--- config.mk ---
export PLATFORM = sky130hd
export DESIGN_NAME = tx_gearbox_66b
export DESIGN_NICKNAME = d
export VERILOG_FILES = /design/src/rtl/tx_gearbox_66b.sv
export SDC_FILE = /design/constraint.sdc
export NUM_CORES = 1
export LEC_CHECK = 0
export ABC_AREA = 1
export CORE_AREA = 2 2 127 129
export CTS_CLUSTER_SIZE = 40
export DETAILED_ROUTE_END_ITERATION = 16
export DIE_AREA = 0 0 129 131
export GPL_ROUTABILITY_DRIVEN = 0
export HOLD_SLACK_MARGIN = 0.08
export SLEW_MARGIN = 20
export SYNTH_ARGS = -nofsm -noshare
export SYNTH_HDL_FRONTEND = slang
export SYNTH_SLANG_ARGS = --single-unit
export TNS_END_PERCENT = 1
--- constraint.sdc ---
create_clock -name i_clk -period 2.21 [get_ports i_clk]
set_input_delay 0.221 -clock i_clk [delete_from_list [all_inputs] [get_ports i_clk]]
set_output_delay 0.221 -clock i_clk [all_outputs]
set_load 0.01 [all_outputs]
--- src/rtl/tx_gearbox_66b.sv ---
// tx_gearbox_66b: packs 2-bit sync header + 64-bit payload into a continuous DATA_WIDTH-bit PMA stream.
// Define GB_HDR_CHECK_EN to flag illegal sync headers (00/11) and replace them with 2'b10 before packing.
module tx_gearbox_66b #(
    parameter int DATA_WIDTH = 32
) (
    input  logic                  i_clk,
    input  logic                  i_reset_n,
    input  logic [DATA_WIDTH-1:0] i_data,
    input  logic [1:0]            i_hdr,
    input  logic                  i_valid,
    output logic                  o_ready,
    output logic [DATA_WIDTH-1:0] o_data,
    output logic                  o_data_valid,
    output logic                  o_underflow,
    output logic                  o_hdr_err
);
    localparam int W  = DATA_WIDTH;
    localparam int AW = 2 * W + 2;

    if (!(DATA_WIDTH == 32 || DATA_WIDTH == 64)) begin : g_bad_width
        $error("tx_gearbox_66b: DATA_WIDTH must be 32 or 64");
    end

    logic [5:0]    seq;
    logic          phase;
    logic [7:0]    fill;
    logic [AW-1:0] acc;
    logic          pause, accept, emit, hdr_beat;
    logic [1:0]    hdr_use;
    logic [AW-1:0] in_ext, merged, acc_n;
    logic [7:0]    fill_n;
    logic [W-1:0]  word;

    assign pause    = seq == 6'd32;
    assign o_ready  = ~pause;
    assign accept   = i_valid & o_ready;
    assign emit     = accept | pause;
    assign hdr_beat = (W == 64) || !phase;

`ifdef GB_HDR_CHECK_EN
    logic hdr_bad;
    assign hdr_bad = hdr_beat && (i_hdr == 2'b00 || i_hdr == 2'b11);
    assign hdr_use = hdr_bad ? 2'b10 : i_hdr;
    always_ff @(posedge i_clk or negedge i_reset_n) begin
        if (!i_reset_n) o_hdr_err <= 1'b0;
        else            o_hdr_err <= accept & hdr_bad;
    end
`else
    assign hdr_use   = i_hdr;
    assign o_hdr_err = 1'b0;
`endif

    // New bits land directly above the fill residual bits; the pause cycle drains exactly one word.
    assign in_ext = hdr_beat ? AW'({i_data, hdr_use}) : AW'(i_data);
    assign merged = acc | (in_ext << fill);
    assign acc_n  = pause ? acc >> W : merged >> W;
    assign fill_n = pause ? fill - 8'(W) : fill + (hdr_beat ? 8'd2 : 8'd0);
    assign word   = pause ? acc[W-1:0] : merged[W-1:0];

    always_ff @(posedge i_clk or negedge i_reset_n) begin
        if (!i_reset_n) begin
            seq          <= '0;
            phase        <= 1'b0;
            fill         <= '0;
            acc          <= '0;
            o_data       <= '0;
            o_data_valid <= 1'b0;
            o_underflow  <= 1'b0;
        end else begin
            seq          <= pause ? 6'd0 : seq + {5'd0, accept};
            phase        <= phase ^ accept;
            if (emit) begin
                acc    <= acc_n;
                fill   <= fill_n;
                o_data <= word;
            end
            o_data_valid <= emit;
            o_underflow  <= o_ready & ~i_valid;
        end
    end
endmodule
==> results of run 1 <==
==> worst paths after layout <==
path                       cells past startpoint    endpoint  slack, ns  startpoint
max                                            4     o_ready       0.25      seq[1]
min                                            2      acc[2]       0.32   i_reset_n
max reg2reg                                    8     fill[7]       0.32       phase
min reg2reg                                    2     acc[19]       0.48     acc[19]
max in group asynchronous                      3  o_data[20]       1.25   i_reset_n
min in group i_clk                             2     acc[19]       0.48     acc[19]
==> worst reg2reg max path, delay by kind of cell, from the launching register on <==
family	cells	cell delay (ns)
AOI/OAI and AO/OA	3	0.49
DFF	1	0.45
adders and majority gates	2	0.39
buffers and inverters	1	0.22
xor gates and xnor gates	1	0.15
and+or+nand+nor	1	0.09
==> layout make-up <==
| cell class | instances | area, um^2 |
|---|---|---|
| clock buffer | 9 | 225.2 |
| clock inverter | 7 | 86.33 |
| fill | 1632 | 8320 |
| inverter | 31 | 126.4 |
| multi-input combinational | 763 | 3538 |
| sequential | 82 | 2052 |
| tap | 216 | 270.3 |
| timing repair buffer | 95 | 978.4 |
==> power breakdown <==
group	switching [uW]	internal, uW
clock network	697	896
logic	4690	2240
registers	271	1880
==> kinds of logic (layout without fill, tap and decap cells) <==
| kind of cell | after synthesis | in the layout | share of synthesized area (%) |
|---|---|---|---|
| other | 1 | 1 | 0.06185 |
| flip-flops | 82 | 82 | 33.84 |
| adder cells (fa/ha/maj) | 6 | 6 | 1.238 |
| AO/OA/AOI/OAI | 77 | 77 | 6.686 |
| buffers and inverters | 91 | 142 | 7.800 |
| XOR/XNOR | 7 | 7 | 1.011 |
| AND/OR/NAND/NOR | 672 | 672 | 49.36 |
==> cell usage in the layout (no fill, tap or decap), drive strengths merged, types with 7 or more instances in the layout <==
master and n:
nand4 18, clkdlybuf4s50 70, nand2 308, buf 24, inv 31, nand3 249
o21ai 27, clkbuf 9, dfrtp 82, nor2 87, a21oi 43, xor2 7
==> repair_timing <==
action	4_1_cts	5_1_grt
buffers inserted	0	0
resized for setup	0	0
endpoints found under the hold margin	24	0
hold buffers	1	0
==> flip-flops by register name, summed over array words and instances (netlist names) <==
register and count:
o_data 32, phase 1, o_data_valid 1, acc 34, seq 6, fill 7
o_underflow 1
==> routing by layer <==
layer | up-vias | GRT usage [%]
met5 | - | 0
met4 | 0 | 10.42
met3 | 36 | 4.072
met2 | 228 | 39.40
met1 | 2958 | 32.83
li1 | 3213 | -
==> stage by stage <==
step                      power (uW)  std cells  area [um^2]
final                          10670       1203         7277
after global routing           11630       1203         7277
after CTS                      10600       1203         7277
after detailed placement        8975       1186         6955
after global placement          8968       1186         6955
after floorplan                 7066        936         6063
==> results.py, run 1 <==
metrics = {
    "route": {
        "wl_met1_mm": 8.616,
        "wl_per_cell_um": 16.33,
        "vias": 6435,
        "detail-route-antenna-nets": 0,
        "drc": 0,
        "vias_per_cell": 5.349,
        "finalWirelength_mm": 19.65,
        "routed-wl-met2_mm": 9.101,
        "wl_met3_mm": 1.210,
        "drtIter0Drc": 753,
        "routed.top_layer": "met4",
        "drt_pass1_iterations": 5,
    },
    "cells_and_area": {
        "diodes": 0,
        "syn2layout_area_growth_pct": 20.02,
        "utilization_pct": 46.65,
        "fin_nets": 1025,
        "drive_gt1_share_pct": 6.890,
    },
    "logic_synthesis": {
        "ys_seq_area_share_pct": 33.84,
        "synth_area_leaders": "dfrtp_1 34%, nand3_1 20%, nand2_1 18%",
        "ys_ff_latch": 82,
        "synth_ff_type": "dfrtp_1",
        "syn_area_um2": 6063,
        "synth_edf_count": 0,
        "syn_avg_cell_area_um2": 6.478,
        "synthesis.nets": 979,
        "synthTopCellsByCount": "298 x nand2_1, 248 x nand3_1, 82 x dfrtp_1",
        "yosysTopAreaCellShare_pct": 33.84,
        "async_flop_share_pct": 100.0,
        "synthMostInstantiatedCell": "nand2_1",
        "yosys_warnings": 0,
        "synth_cell_type_count": 39,
        "postSynthCellCount": 936,
        "synth_top_area_cell": "dfrtp_1",
    },
    "grt": {
        "grt_usage_pct": 24.51,
        "antenna_found_initial": 0,
        "grt_max_degree": 59,
        "grt-ovfl-total": 0,
        "grt_pass1_wl_mm": 31.78,
        "grt_pass1_vias": 5917,
    },
    "timing": {
        "worstMarginPinSlew_ns": 0.5631,
        "slew_violations": 0,
        "holdWs_ns": 0.3207,
        "finalWorstSetupSlack_ns": 0.2527,
        "fin_crit_sh_pct": 88.57,
        "max_slew_margin_pct": 62.46,
        "setup_tns_ns": 0,
        "maxClockFrequency_mhz": 510.9,
        "fin_worst_skew_ns": 0.01609,
        "fin_crit_ns": 1.957,
        "rsz0062_at_grt": "no",
        "finalHoldViolCount": 0,
        "setup_viol": 0,
    },
    "pwr": {
        "p_leak_uw": 0.003496,
        "vdd_drop_max_mv": 0.6596,
        "powerDensity_nw_per_um2": 1467,
    },
    "floorplan": {
        "die_x_um": 129,
        "dieArea_um2": 16900,
        "rows": 46,
        "core-area_um2": 15600,
        "ios": 73,
        "initial_core_util_pct": 38.87,
        "die_height_um": 131,
    },
    "setup_path": {
        "cp-start-kind": "flip-flop",
        "critical_path.top_delay_family": "buffers and inverters",
        "crit_slowest_cell": "clkdlybuf4s50_1",
        "crit_type": "flip-flop to primary output",
        "cp.required_ns": 1.99,
        "slowest_delay_ns": 0.48,
        "path_max_fanout": 9,
        "path_cells": "nor2_1 -> nand4_4 -> buf_4 -> clkdlybuf4s50_1",
        "cp-end-kind": "primary output",
        "cp_num_buf_inv": 2,
        "critical_path_arrival_ns": 1.74,
    },
    "cts": {
        "numCtsBuffers": 9,
        "clock_sinks": 82,
        "cts_max_path_buffers": 2,
        "cts.htree.levels": 3,
        "cts_root_buffer": "clkbuf_16",
        "cts_tree": "yes",
        "clock_latency_ns": 0.36,
        "path_clk_slew_ns": 0.08,
    },
    "outcome": {
        "status": "completed",
    },
    "placed_design": {
        "pre_cts_ws_ns": 0.2305,
        "port_buffers": 71,
        "dp_hpwl_mm": 14.78,
    },
    "flow_run": {
        "max_cap_violations": 0,
    },
    "worst_hold_path": {
        "worstHoldPathType": "input port to async pin",
    },
}
(Power assumes the default switching activity.)
==> inputs of run 2 (changes only) <==
- RECOVER_POWER: default -> 50
==> results.py, run 2 (same netlist as run 1, synthesis figures left out) <==
metrics = {
    "outcome": {
        "status": "complete, but fails checks",
        "violations": "capacitance limit, slew limit",
    },
    "timing": {
        "max_slew_margin_pct": -3.748,
        "setup_tns_ns": 0,
        "fin_worst_skew_ns": 0.01765,
        "finalHoldViolCount": 0,
        "setup_viol": 0,
        "maxClockFrequency_mhz": 510.7,
        "rsz0062_at_grt": "no",
        "worstMarginPinSlew_ns": 1.556,
        "slew_violations": 25,
        "fin_crit_sh_pct": 88.60,
        "fin_crit_ns": 1.958,
    },
    "route": {
        "detail-route-antenna-nets": 0,
        "wl_per_cell_um": 16.35,
        "vias_per_cell": 5.367,
        "drtIter0Drc": 753,
        "wl_met3_mm": 1.236,
        "drt_pass1_iterations": 6,
        "finalWirelength_mm": 19.67,
        "routed.top_layer": "met4",
        "drc": 0,
        "vias": 6457,
        "wl_met1_mm": 8.637,
        "routed-wl-met2_mm": 9.067,
    },
    "pwr": {
        "p_sw_share_pct": 53.08,
        "power_frac_clock_pct": 15.0,
        "powerDensity_nw_per_um2": 1466,
        "vdd_drop_max_mv": 0.6587,
        "p_seq_share_pct": 20.2,
        "p_leak_uw": 0.003506,
        "switchingPower_uw": 5662,
        "power_frac_comb_pct": 64.9,
        "p_int_uw": 5004,
    },
    "cts": {
        "ctsResizeCount": 0,
        "cts_root_buffer": "clkbuf_16",
        "clock_latency_ns": 0.36,
        "cts_max_path_buffers": 2,
        "clock_sinks": 82,
        "cts_tree": "yes",
        "path_clk_slew_ns": 0.06,
        "numCtsBuffers": 9,
        "cts.htree.levels": 3,
    },
    "placed_design": {
        "port_buffers": 71,
        "dpl.cell_count": 1186,
        "dp_hpwl_mm": 14.78,
    },
    "setup_path": {
        "path_cells": "nor2_1 -> nand4_4 -> buf_4 -> clkdlybuf4s50_1",
        "r2r-start": "phase",
        "crit_start": "seq[1]",
        "path_max_fanout": 9,
        "cp-start-kind": "flip-flop",
        "crit_slowest_cell": "clkdlybuf4s50_1",
        "cp.required_ns": 1.99,
        "cp_num_buf_inv": 2,
        "critical_path_arrival_ns": 1.74,
        "critical_path.top_delay_family": "buffers and inverters",
        "crit_type": "flip-flop to primary output",
        "r2r_cells": 10,
        "slowest_delay_ns": 0.48,
        "cp.depth": 4,
        "cp-end-kind": "primary output",
    },
    "grt": {
        "grt_max_degree": 59,
        "antenna_found_initial": 0,
        "grt-ovfl-total": 0,
        "grt_pass1_vias": 5917,
        "grt_pass1_wl_mm": 31.78,
        "grt_usage_pct": 24.51,
    },
    "floorplan": {
        "dieArea_um2": 16900,
        "core-area_um2": 15600,
        "ios": 73,
        "initial_core_util_pct": 38.87,
        "die_height_um": 131,
        "die_x_um": 129,
        "rows": 46,
    },
    "flow_run": {
        "max_cap_violations": 1,
    },
    "cells_and_area": {
        "top_regs": "acc: 34 flops, o_data: 32 flops, fill: 7 flops",
        "final_cell_mix": "298 x nand2_1, 248 x nand3_1, 82 x dfrtp_1",
        "utilization_pct": 46.63,
        "largest_reg_flops": 34,
        "fin_nets": 1025,
        "fill_cells": 1633,
        "syn2layout_area_growth_pct": 19.95,
        "finalNonFillerCells": 1203,
        "regMostFlops": "acc",
        "layout_commonest_cell": "nand2_1",
        "diodes": 0,
        "drive_gt1_share_pct": 6.788,
    },
    "worst_hold_path": {
        "min_from": "acc[19]",
        "min_path_cells": 2,
        "worstHoldPathType": "flip-flop to flip-flop",
    },
}
run 2: changes by cell type in the layout (fill, tap and decap cells not counted), sizes merged:
cell | previous run | this run
clkdlybuf4s50 | 70 | 58
dlygate4sd3 | 1 | 13
clkbuf | 9 | 10
buf | 24 | 23
run 2: path summary, 6_finish.rpt:
path                               to  slack [ns]
setup / recovery              o_ready        0.25
hold / removal                acc[19]        0.48
setup reg to reg               acc[4]        0.32
hold reg to reg               acc[19]        0.48
max in group asynchronous  o_data[20]        0.41
min in group asynchronous      acc[2]        0.78
run 2: worst reg2reg max path, delay by kind of cell, from the launching register on:
family | cells | cell delay, ns
flops | 1 | 0.46
simple gates | 9 | 1.12
buf+inv | 1 | 0.25
run 2: per-layer routing:
| layer | vias up | track usage (%) |
|---|---|---|
| li1 | 3215 | - |
| met4 | 0 | 10.42 |
| met5 | - | 0 |
| met3 | 42 | 4.072 |
| met2 | 239 | 39.40 |
| met1 | 2961 | 32.83 |
run 2: final cells by class:
class / count / area [um^2] / area share (%)
inverters: 31 / 126.4 / 1.737
multi-input cells: 763 / 3538 / 48.65
clock inverters: 7 / 86.33 / 1.187
well taps: 216 / 270.3 / 3.716
flip-flops and latches: 82 / 2052 / 28.21
repair buffers: 95 / 974.7 / 13.40
clock buffers: 9 / 225.2 / 3.097
run 2: power groups by stage:
stage,Sequential (uW),Combinational (uW),Clock [uW]
5_1_grt,2210,7710,1690
3_5_place_dp,2180,6790,0
2_1_floorplan,2150,4910,0
3_3_place_gp,2170,6800,0
6_report,2150,6920,1600
4_1_cts,2160,6820,1620
run 2: metrics by stage:
stage | hold slack (ns) | power (uW) | worst slack [ns] | cell area [um^2]
after floorplan | -0.07459 | 7066 | 0.4116 | 6063
after global placement | 0.1610 | 8968 | 0.2623 | 6955
after detailed placement | 0.1628 | 8975 | 0.2305 | 6955
after CTS | 0.3336 | 10600 | 0.2295 | 7277
after global routing | 0.4931 | 11610 | 0.07305 | 7273
final | 0.4766 | 10670 | 0.2519 | 7273
run 2: what timing repair did:
| item | 4_1_cts | 5_1_grt |
|---|---|---|
| hold endpoints to repair | 24 | 0 |
| setup buffers | 0 | 0 |
| setup endpoints to repair | 0 | 0 |
| hold buffers | 1 | 0 |
==> inputs of run 3 (changes only) <==
- DONT_BUFFER_PORTS: default -> 1
==> results.py, run 3 (same netlist as run 1, synthesis figures left out) <==
metrics = {
    "flow_run": {
        "max_cap_violations": 0,
    },
    "setup_path": {
        "r2r-start": "phase",
        "rrSetupSlack_ns": 0.24,
        "crit_slowest_cell": "dfrtp_1",
        "path_cells": "inv_8 -> ha_1 -> ha_1 -> nand3_1 -> o21ai_0 -> o21a_1 -> o21ai_0 -> xor2_1",
        "critical_path_arrival_ns": 2.19,
        "slowest_delay_ns": 0.48,
        "cp.required_ns": 2.43,
        "r2r_cells": 8,
        "cp-end-kind": "flip-flop",
        "path_max_fanout": 40,
        "timing.rr.end": "fill[7]",
        "crit_type": "flip-flop to flip-flop",
        "cp-start-kind": "flip-flop",
    },
    "timing": {
        "maxClockFrequency_mhz": 507.5,
        "fin_crit_sh_pct": 89.17,
        "worstMarginPinSlew_ns": 1.140,
        "rsz0062_at_grt": "no",
        "slew_violations": 0,
        "fin_worst_skew_ns": 0.009458,
        "finalHoldViolCount": 0,
        "fin_crit_ns": 1.971,
        "max_slew_margin_pct": 24.00,
        "setup_tns_ns": 0,
        "setup_viol": 0,
    },
    "cts": {
        "cts_root_buffer": "clkbuf_16",
        "cts_tree": "yes",
        "cts_setup_buffers": 0,
        "clock_latency_ns": 0.35,
        "numCtsBuffers": 9,
        "cts.htree.levels": 3,
        "cts_max_path_buffers": 2,
        "clock_sinks": 82,
        "path_clk_slew_ns": 0.07,
    },
    "placed_design": {
        "port_buffers": 0,
        "dp_hpwl_mm": 14.71,
        "placed_area_um2": 6205,
    },
    "cells_and_area": {
        "syn2layout_area_growth_pct": 8.192,
        "postLayoutCellArea_um2": 6560,
        "drive_gt1_share_pct": 7.010,
        "final_cell_mix": "298 x nand2_1, 248 x nand3_1, 82 x dfrtp_1",
        "top_regs": "acc: 34 flops, o_data: 32 flops, fill: 7 flops",
        "multi_input_area_um2": 3538,
        "utilization_pct": 42.06,
        "diodes": 0,
        "fin_nets": 951,
        "largest_reg_flops": 34,
        "seqCellArea_um2": 2052,
        "layout_commonest_cell": "nand2_1",
        "fill_cells": 1656,
        "regMostFlops": "acc",
    },
    "route": {
        "vias": 6244,
        "finalWirelength_mm": 19.72,
        "drtIter0Drc": 635,
        "drt_pass1_iterations": 5,
        "wl_per_cell_um": 17.47,
        "vias_per_cell": 5.531,
        "drc": 0,
        "detail-route-antenna-nets": 0,
    },
    "worst_hold_path": {
        "min_path_cells": 2,
        "hold_end": "phase",
        "min_from": "i_valid",
        "worstHoldPathType": "input port to flip-flop",
    },
    "grt": {
        "grt_pass1_wl_mm": 31.46,
        "grt_pass1_vias": 5983,
        "grt_usage_pct": 24.35,
        "grt_max_degree": 83,
        "grt-ovfl-total": 0,
        "antenna_found_initial": 0,
    },
    "outcome": {
        "status": "completed",
    },
    "pwr": {
        "p_leak_uw": 0.003215,
        "power_uw": 10480,
        "powerDensity_nw_per_um2": 1598,
        "vdd_drop_max_mv": 0.6087,
    },
    "floorplan": {
        "rows": 46,
        "dieArea_um2": 16900,
        "core-area_um2": 15600,
        "die_height_um": 131,
        "initial_core_util_pct": 38.87,
        "die_x_um": 129,
        "ios": 73,
    },
}
run 3: cell types whose count changed in the layout (fill, tap and decap cells not counted), sizes merged:
| cell | delta |
|---|---|
| bufinv | +1 |
| buf | -4 |
| clkdlybuf4s50 | -58 |
| clkinvlp | +1 |
| dlygate4sd3 | -12 |
| clkinv | -3 |
| clkbuf | +2 |
| inv | -1 |
run 3: worst max-delay path, delay by kind of cell (launching register included):
| family | cells | cell delay (ns) |
|---|---|---|
| AO/OA/AOI/OAI | 3 | 0.48 |
| adder cells (fa/ha/maj) | 2 | 0.40 |
| buffers and inverters | 1 | 0.24 |
| AND/OR/NAND/NOR | 1 | 0.08 |
| XOR/XNOR | 1 | 0.15 |
| flip-flops | 1 | 0.48 |
run 3: layout make-up:
cell class	count	area share (%)
multi-input combinational	763	53.94
clock buffer	11	3.853
sequential	82	31.28
tap	216	4.120
timing repair buffer	21	3.586
inverter	31	1.926
clock inverter	5	1.297
run 3: per-stage QoR:
step	cells	hold WS, ns	setup WS (ns)
after floorplan	936	-0.07459	0.4116
after global placement	1111	-0.07211	0.2795
after detailed placement	1111	-0.07189	0.2596
after CTS	1129	0.1565	0.2367
after global routing	1129	0.1782	0.02142
final	1129	0.1508	0.2394
run 3: layer usage:
metal / vias to the layer above / routed length, um / GRT usage [%] / share of wire, %
met1: 2896 / 8321 / 30.18 / 42
met3: 53 / 1317 / 5.660 / 6.7
met5: - / 0 / 0 / 0
met2: 230 / 9157 / 39.93 / 46
met4: 0 / 927 / 12.28 / 4.7
li1: 3065 / - / - / -
run 3: worst max path at each step:
stage	from	end	slack (ns)	depth (start not counted)
after floorplan	seq[2]	seq[4]	0.41	10
after global placement	seq[1]	seq[4]	0.28	10
after detailed placement	phase	fill[7]	0.26	8
after CTS	phase	fill[7]	0.24	8
after global routing	phase	fill[7]	0.02	8
final	phase	fill[7]	0.24	8
run 3: timing repair:
item | CTS | global route
resized for setup | 0 | 0
hold buffers | 2 | 0
endpoints found under the setup margin | 0 | 0
hold endpoints to repair | 82 | 0
run 3: power by group:
group	switching, uW	total [uW]	internal, uW
Combinational	4580	6540	1960
Sequential	371	2250	1880
Clock	631	1690	1060
Total	5590	10500	4900
